`src/rtl/herloa_err_monitor.sv`:
```
// rtl/herloa_err_monitor.sv - HERLOA error-metric accumulator with run/report handshake
// Two-stage pipeline (S1: exact sum, S2: error distance) feeding saturating run statistics.
module herloa_err_monitor #(
  parameter int N     = 16,
  parameter int CNT_W = 32,
  parameter int ACC_W = 48
) (
  input  logic             clk,
  input  logic             rst_n,
  input  logic             in_valid,
  output logic             in_ready,
  input  logic [N-1:0]     a,
  input  logic [N-1:0]     b,
  input  logic [N-1:0]     s_approx,
  input  logic             last,
  output logic             stat_valid,
  input  logic             stat_ready,
  output logic [CNT_W-1:0] sample_count,
  output logic [CNT_W-1:0] err_count,
  output logic [ACC_W-1:0] ed_sum,
  output logic [N-1:0]     ed_max,
  output logic [N-1:0]     ed_max_a,
  output logic [N-1:0]     ed_max_b
);

  typedef enum logic [1:0] {IDLE, RUN, FLUSH, REPORT} state_e;

  state_e state_q, state_d;
  logic   accept;
  logic   clear_acc;

  logic         s1_valid_q;
  logic [N-1:0] s1_exact_q, s1_sapx_q, s1_a_q, s1_b_q;
  logic [N-1:0] s1_ed;

  logic         s2_valid_q;
  logic [N-1:0] s2_ed_q, s2_a_q, s2_b_q;

  logic [CNT_W-1:0] sample_count_q, sample_count_d;
  logic [CNT_W-1:0] err_count_q, err_count_d;
  logic [ACC_W-1:0] ed_sum_q, ed_sum_d;
  logic [ACC_W:0]   ed_sum_ext;
  logic [N-1:0]     ed_max_q, ed_max_d;
  logic [N-1:0]     ed_max_a_q, ed_max_a_d;
  logic [N-1:0]     ed_max_b_q, ed_max_b_d;

  always_comb begin
    state_d    = state_q;
    in_ready   = 1'b0;
    stat_valid = 1'b0;
    clear_acc  = 1'b0;
    case (state_q)
      IDLE: begin
        in_ready = 1'b1;
        if (in_valid) begin
          clear_acc = 1'b1;
          state_d   = last ? FLUSH : RUN;
        end
      end
      RUN: begin
        in_ready = 1'b1;
        if (in_valid && last) state_d = FLUSH;
      end
      FLUSH: begin
        if (!s1_valid_q && !s2_valid_q) state_d = REPORT;
      end
      REPORT: begin
        stat_valid = 1'b1;
        if (stat_ready) state_d = IDLE;
      end
      default: state_d = IDLE;
    endcase
  end

  assign accept = in_valid && in_ready;

  // Plain magnitude, no modular wrap-back: exact 0 vs approx all-ones is a full-scale error.
  always_comb begin
    s1_ed = (s1_exact_q >= s1_sapx_q) ? (s1_exact_q - s1_sapx_q) : (s1_sapx_q - s1_exact_q);
  end

  // The pipeline is always empty in IDLE, so clearing never races a pending S2 update.
  always_comb begin
    sample_count_d = sample_count_q;
    err_count_d    = err_count_q;
    ed_sum_d       = ed_sum_q;
    ed_max_d       = ed_max_q;
    ed_max_a_d     = ed_max_a_q;
    ed_max_b_d     = ed_max_b_q;
    ed_sum_ext     = {1'b0, ed_sum_q} + {{(ACC_W + 1 - N){1'b0}}, s2_ed_q};
    if (clear_acc) begin
      sample_count_d = '0;
      err_count_d    = '0;
      ed_sum_d       = '0;
      ed_max_d       = '0;
      ed_max_a_d     = '0;
      ed_max_b_d     = '0;
    end else if (s2_valid_q) begin
      if (!(&sample_count_q)) sample_count_d = sample_count_q + CNT_W'(1);
      if ((s2_ed_q != '0) && !(&err_count_q)) err_count_d = err_count_q + CNT_W'(1);
      ed_sum_d = ed_sum_ext[ACC_W] ? '1 : ed_sum_ext[ACC_W-1:0];
      if (s2_ed_q > ed_max_q) begin
        ed_max_d   = s2_ed_q;
        ed_max_a_d = s2_a_q;
        ed_max_b_d = s2_b_q;
      end
    end
  end

  always_ff @(posedge clk or negedge rst_n) begin
    if (!rst_n) begin
      state_q        <= IDLE;
      s1_valid_q     <= 1'b0;
      s1_exact_q     <= '0;
      s1_sapx_q      <= '0;
      s1_a_q         <= '0;
      s1_b_q         <= '0;
      s2_valid_q     <= 1'b0;
      s2_ed_q        <= '0;
      s2_a_q         <= '0;
      s2_b_q         <= '0;
      sample_count_q <= '0;
      err_count_q    <= '0;
      ed_sum_q       <= '0;
      ed_max_q       <= '0;
      ed_max_a_q     <= '0;
      ed_max_b_q     <= '0;
    end else begin
      state_q    <= state_d;
      s1_valid_q <= accept;
      if (accept) begin
        s1_exact_q <= a + b;
        s1_sapx_q  <= s_approx;
        s1_a_q     <= a;
        s1_b_q     <= b;
      end
      s2_valid_q <= s1_valid_q;
      if (s1_valid_q) begin
        s2_ed_q <= s1_ed;
        s2_a_q  <= s1_a_q;
        s2_b_q  <= s1_b_q;
      end
      sample_count_q <= sample_count_d;
      err_count_q    <= err_count_d;
      ed_sum_q       <= ed_sum_d;
      ed_max_q       <= ed_max_d;
      ed_max_a_q     <= ed_max_a_d;
      ed_max_b_q     <= ed_max_b_d;
    end
  end

  assign sample_count = sample_count_q;
  assign err_count    = err_count_q;
  assign ed_sum       = ed_sum_q;
  assign ed_max       = ed_max_q;
  assign ed_max_a     = ed_max_a_q;
  assign ed_max_b     = ed_max_b_q;

endmodule
```
`config.mk`:
```
export PLATFORM = sky130hd
export DESIGN_NAME = herloa_err_monitor
export DESIGN_NICKNAME = d
export VERILOG_FILES = /design/src/rtl/herloa_err_monitor.sv
export SDC_FILE = /design/constraint.sdc
export NUM_CORES = 1
export LEC_CHECK = 0
export CORE_MARGIN = 5
export CORE_UTILIZATION = 60
export DETAILED_ROUTE_END_ITERATION = 10
export PLACE_DENSITY = 0.86
export SLEW_MARGIN = 20
export SYNTH_ARGS = -nofsm -noshare
export SYNTH_HDL_FRONTEND = slang
export SYNTH_SLANG_ARGS = --single-unit
export TNS_END_PERCENT = 5
```
`constraint.sdc`:
```
create_clock -name clk -period 7.6 [get_ports clk]
set_clock_uncertainty 0.15 [all_clocks]
set_input_delay 1.14 -clock clk [delete_from_list [all_inputs] [get_ports clk]]
set_output_delay 1.14 -clock clk [all_outputs]
set_load 0.1 [all_outputs]
```
==> results.sh <==
export IMPL_root_buffer="clkbuf_16"
export IMPL_area_delta_synth_final_pct=22.09
export IMPL_grt_pass1_vias=12860
export IMPL_min_period_ns=4.210
export IMPL_drc=0
export IMPL_criticalPathCategory="register to register"
export IMPL_clk_latency_ns=0.56
export IMPL_p_total_w=0.008900
export IMPL_slew_limit_headroom_pct=28.19
export IMPL_antenna_found_initial=0
export IMPL_r2r_start="s2_ed_q[0]"
export IMPL_cap_violations=0
export IMPL_yosysTopAreaCellShare_pct=44.89
export IMPL_gp_congestion=0.9322
export IMPL_die_h_um=170.1
export IMPL_setup_viol=0
export IMPL_initial_core_util_pct=60.93
export IMPL_intPower_w=0.004506
export IMPL_tightest_slew_ns=1.074
export IMPL_vias=13200
export IMPL_diodes=0
export IMPL_finalHoldViolations=0
export IMPL_outcome="complete, no violations"
export IMPL_die_w_um=170.1
export IMPL_vdd_drop_max_v=0.0003870
export IMPL_cts_resized=0
export IMPL_syn_area_mm2=0.01539
export IMPL_met3_usage_pct=4.274
export IMPL_finalSetupTns_ns=0
export IMPL_holdWs_ns=0.3263
export IMPL_p_leak_nw=8.593
export IMPL_crit_arrival_ns=4.46
export IMPL_p_comb_share_pct=56.5
export IMPL_die_area_mm2=0.02895
export IMPL_grt_max_degree=149
export IMPL_nNetsFinal=1952
export IMPL_clkPwrFrac_pct=17.0
export IMPL_power_switching_share_pct=49.38
export IMPL_clock_sinks=276
export IMPL_clkSlewWorstSetupHoldPaths_ns=0.07
export IMPL_h_tree_depth=1
export IMPL_powerDensity_mw_per_mm2=473.7
export IMPL_grt_pass1_wl_mm=65.52
export IMPL_hpwl_mm=28.83
export IMPL_firstDrtPassIters=6
export IMPL_synth_nets=1769
export IMPL_antenna_left=0
export IMPL_min_path_cells=2
export IMPL_synth_top_area_cell="dfrtp_1"
export IMPL_switching_power_w=0.004395
export IMPL_coreArea_mm2=0.02525
export IMPL_min_to="s1_b_q[2]"
export IMPL_ys_async_sr_fraction_pct=100.0
export IMPL_synth_area_leaders="dfrtp_1 (45%), ha_1 (6.8%), nand2_1 (4.6%)"
export IMPL_required_ns=7.85
export IMPL_max_freq_mhz=237.5
export IMPL_clockBufferDepth=3
export IMPL_via_per_inst=6.104
export IMPL_drive_above_1_share_pct=6.547
export IMPL_grt_busiest_layer="met2"
export IMPL_hold_class="register to register"
export IMPL_critical_path_startpoint_type="register"
export IMPL_slew_viol_final=0
export IMPL_wirelength_mm=40.45
export IMPL_ioPinCount=215
export IMPL_ys_seq_area_share_pct=44.89
export IMPL_met2_usage_pct=45.46
export IMPL_end_kind="register"
export IMPL_port_buffers=214
export IMPL_ff2ff_path_depth=10
export IMPL_drt_iter0_drc=1538
export IMPL_postCtsHoldBufs=0
export IMPL_grt_util_met1_pct=37.97
export IMPL_power_frac_seq_pct=26.5
export IMPL_syn_avg_cell_area_um2=9.452
export IMPL_cts_made_buffers=28
export IMPL_grt_overflow=0
export IMPL_rsz0062_at_grt="no"
export IMPL_yosys_warnings=0
export IMPL_ff2ff_setup_slack_ns=3.39
export IMPL_post_cts_setup_buffer_count=0
export IMPL_yosysUniqueCellTypes=75
export IMPL_min_delay_start="s1_b_q[2]"
export IMPL_worstReg2RegEnd="ed_sum[19]"
export IMPL_crit_fanout=17
export IMPL_syn_inst=1628
export IMPL_grt_usage_pct=27.33
export IMPL_tritoncts="done"
export IMPL_num_rows=58
export IMPL_period_share_pct=55.40
export IMPL_ys_flop_type="dfrtp_1"
export IMPL_synth_seq_cells=276
export IMPL_wl_per_cell_um=18.70
export IMPL_synth_edf_count=0
==> state kept, by name, summed over array words and instances (netlist names) <==
register      cells
s1_valid_q        1
ed_max           16
s1_b_q           16
s2_b_q           16
state_q           2
ed_max_b         16
s1_exact_q       16
sample_count     32
s2_a_q           16
s2_ed_q          16
s1_sapx_q        16
s2_valid_q        1
ed_sum           48
ed_max_a         16
err_count        32
s1_a_q           16
==> cells by family (layout without fill, tap and decap cells) <==
group	after synthesis	count (layout)	share of synthesized area [%]
adder cells (fa/ha/maj)	88	88	7.351
AO/OA/AOI/OAI	325	325	14.03
AND/OR/NAND/NOR	585	585	17.54
XOR/XNOR	94	94	5.350
buffers and inverters	161	366	4.074
flip-flops	276	276	44.89
multiplexers	99	99	6.773
==> synthesized netlist by cell type, types with 12 or more instances <==
cell and instances:
mux2_2 37, xnor2_1 47, nand4_1 28, a31oi_1 20, inv_1 92, a311oi_1 13, xor2_1 47, a21o_1 21
and4_1 12, mux2i_1 61, nand2_1 187, nor3_1 41, ha_1 84, a211oi_1 21, a21oi_1 70, nor4_1 17
and2_1 15, and3_1 23, clkbuf_1 51, nand3_1 44, o21ai_0 84, nor2_1 179, buf_2 15, dfrtp_1 276
==> worst max-delay path by stage <==
stage                            end  cells after the start  slack [ns]  startpoint
floorplan                 ed_sum[24]                     11        3.94   ed_sum[0]
global placement    sample_count[31]                      8        3.30    in_valid
detailed placement  sample_count[31]                      8        3.25    in_valid
CTS                       ed_sum[19]                     10        3.54  s2_ed_q[0]
global route              ed_sum[19]                     10        3.16  s2_ed_q[0]
finish                    ed_sum[19]                     10        3.39  s2_ed_q[0]
==> worst max-delay path, cell delays in order, from the launching register on <==
cell and delay, ns:
dfrtp_1 0.44, ha_1 0.24, fa_1 0.41, a21oi_1 0.20, o21ai_1 0.15, a2111oi_2 0.53, o21ai_1 0.23, o2111ai_2 0.77
nand2_2 0.38, nor2_1 0.41, a221oi_1 0.15
==> metrics by stage <==
| stage | setup slack, ns | area (um2) | cells | util (%) |
|---|---|---|---|---|
| 2_1_floorplan | 3.942 | 15390 | 1628 | - |
| 3_3_place_gp | 3.297 | 17760 | 2111 | 70.32 |
| 3_5_place_dp | 3.248 | 17760 | 2111 | 70.32 |
| 4_1_cts | 3.541 | 18790 | 2163 | 74.39 |
| 5_1_grt | 3.157 | 18790 | 2163 | 74.39 |
| 6_report | 3.390 | 18790 | 2163 | 74.39 |
==> layout by cell type (no fill, tap or decap), types with 21 or more instances in the layout <==
cell	netlist	layout
ha_1	84	84
mux2_2	37	37
a211oi_1	21	21
and3_1	23	23
xnor2_1	47	47
nor2_1	179	179
a21o_1	21	21
o21ai_0	84	84
clkdlybuf4s50_1	0	213
mux2i_1	61	61
clkbuf_16	0	28
nand3_1	44	44
xor2_1	47	47
a21oi_1	70	70
inv_1	92	91
nor3_1	41	41
dfrtp_1	276	275
nand2_1	187	186
nand4_1	28	28
==> power groups by stage <==
| stage | clock network [W] | logic (W) | registers, W |
|---|---|---|---|
| 4_1_cts | 0.00153 | 0.00500 | 0.00235 |
| 2_1_floorplan | 0 | 0.00272 | 0.00342 |
| 3_3_place_gp | 0 | 0.00483 | 0.00234 |
| 6_report | 0.00151 | 0.00503 | 0.00236 |
| 3_5_place_dp | 0 | 0.00495 | 0.00237 |
| 5_1_grt | 0.00159 | 0.00544 | 0.00241 |
==> area by class of cell <==
class | instances | area (um2)
Multi-Input combinational cell | 1191 | 7873
Sequential cell | 276 | 6908
Fill cell | 1758 | 6467
Timing Repair Buffer | 222 | 2220
Clock buffer | 28 | 700.7
Tap cell | 330 | 412.9
Inverter | 92 | 345.3
Clock inverter | 24 | 327.8
==> metal layers <==
layer	routed length, um	up-vias
met3	3148	86
met2	19420	585
met4	924	0
met5	0	-
li1	-	6098
met1	16960	6434
Power figures use the tool's default switching activity.
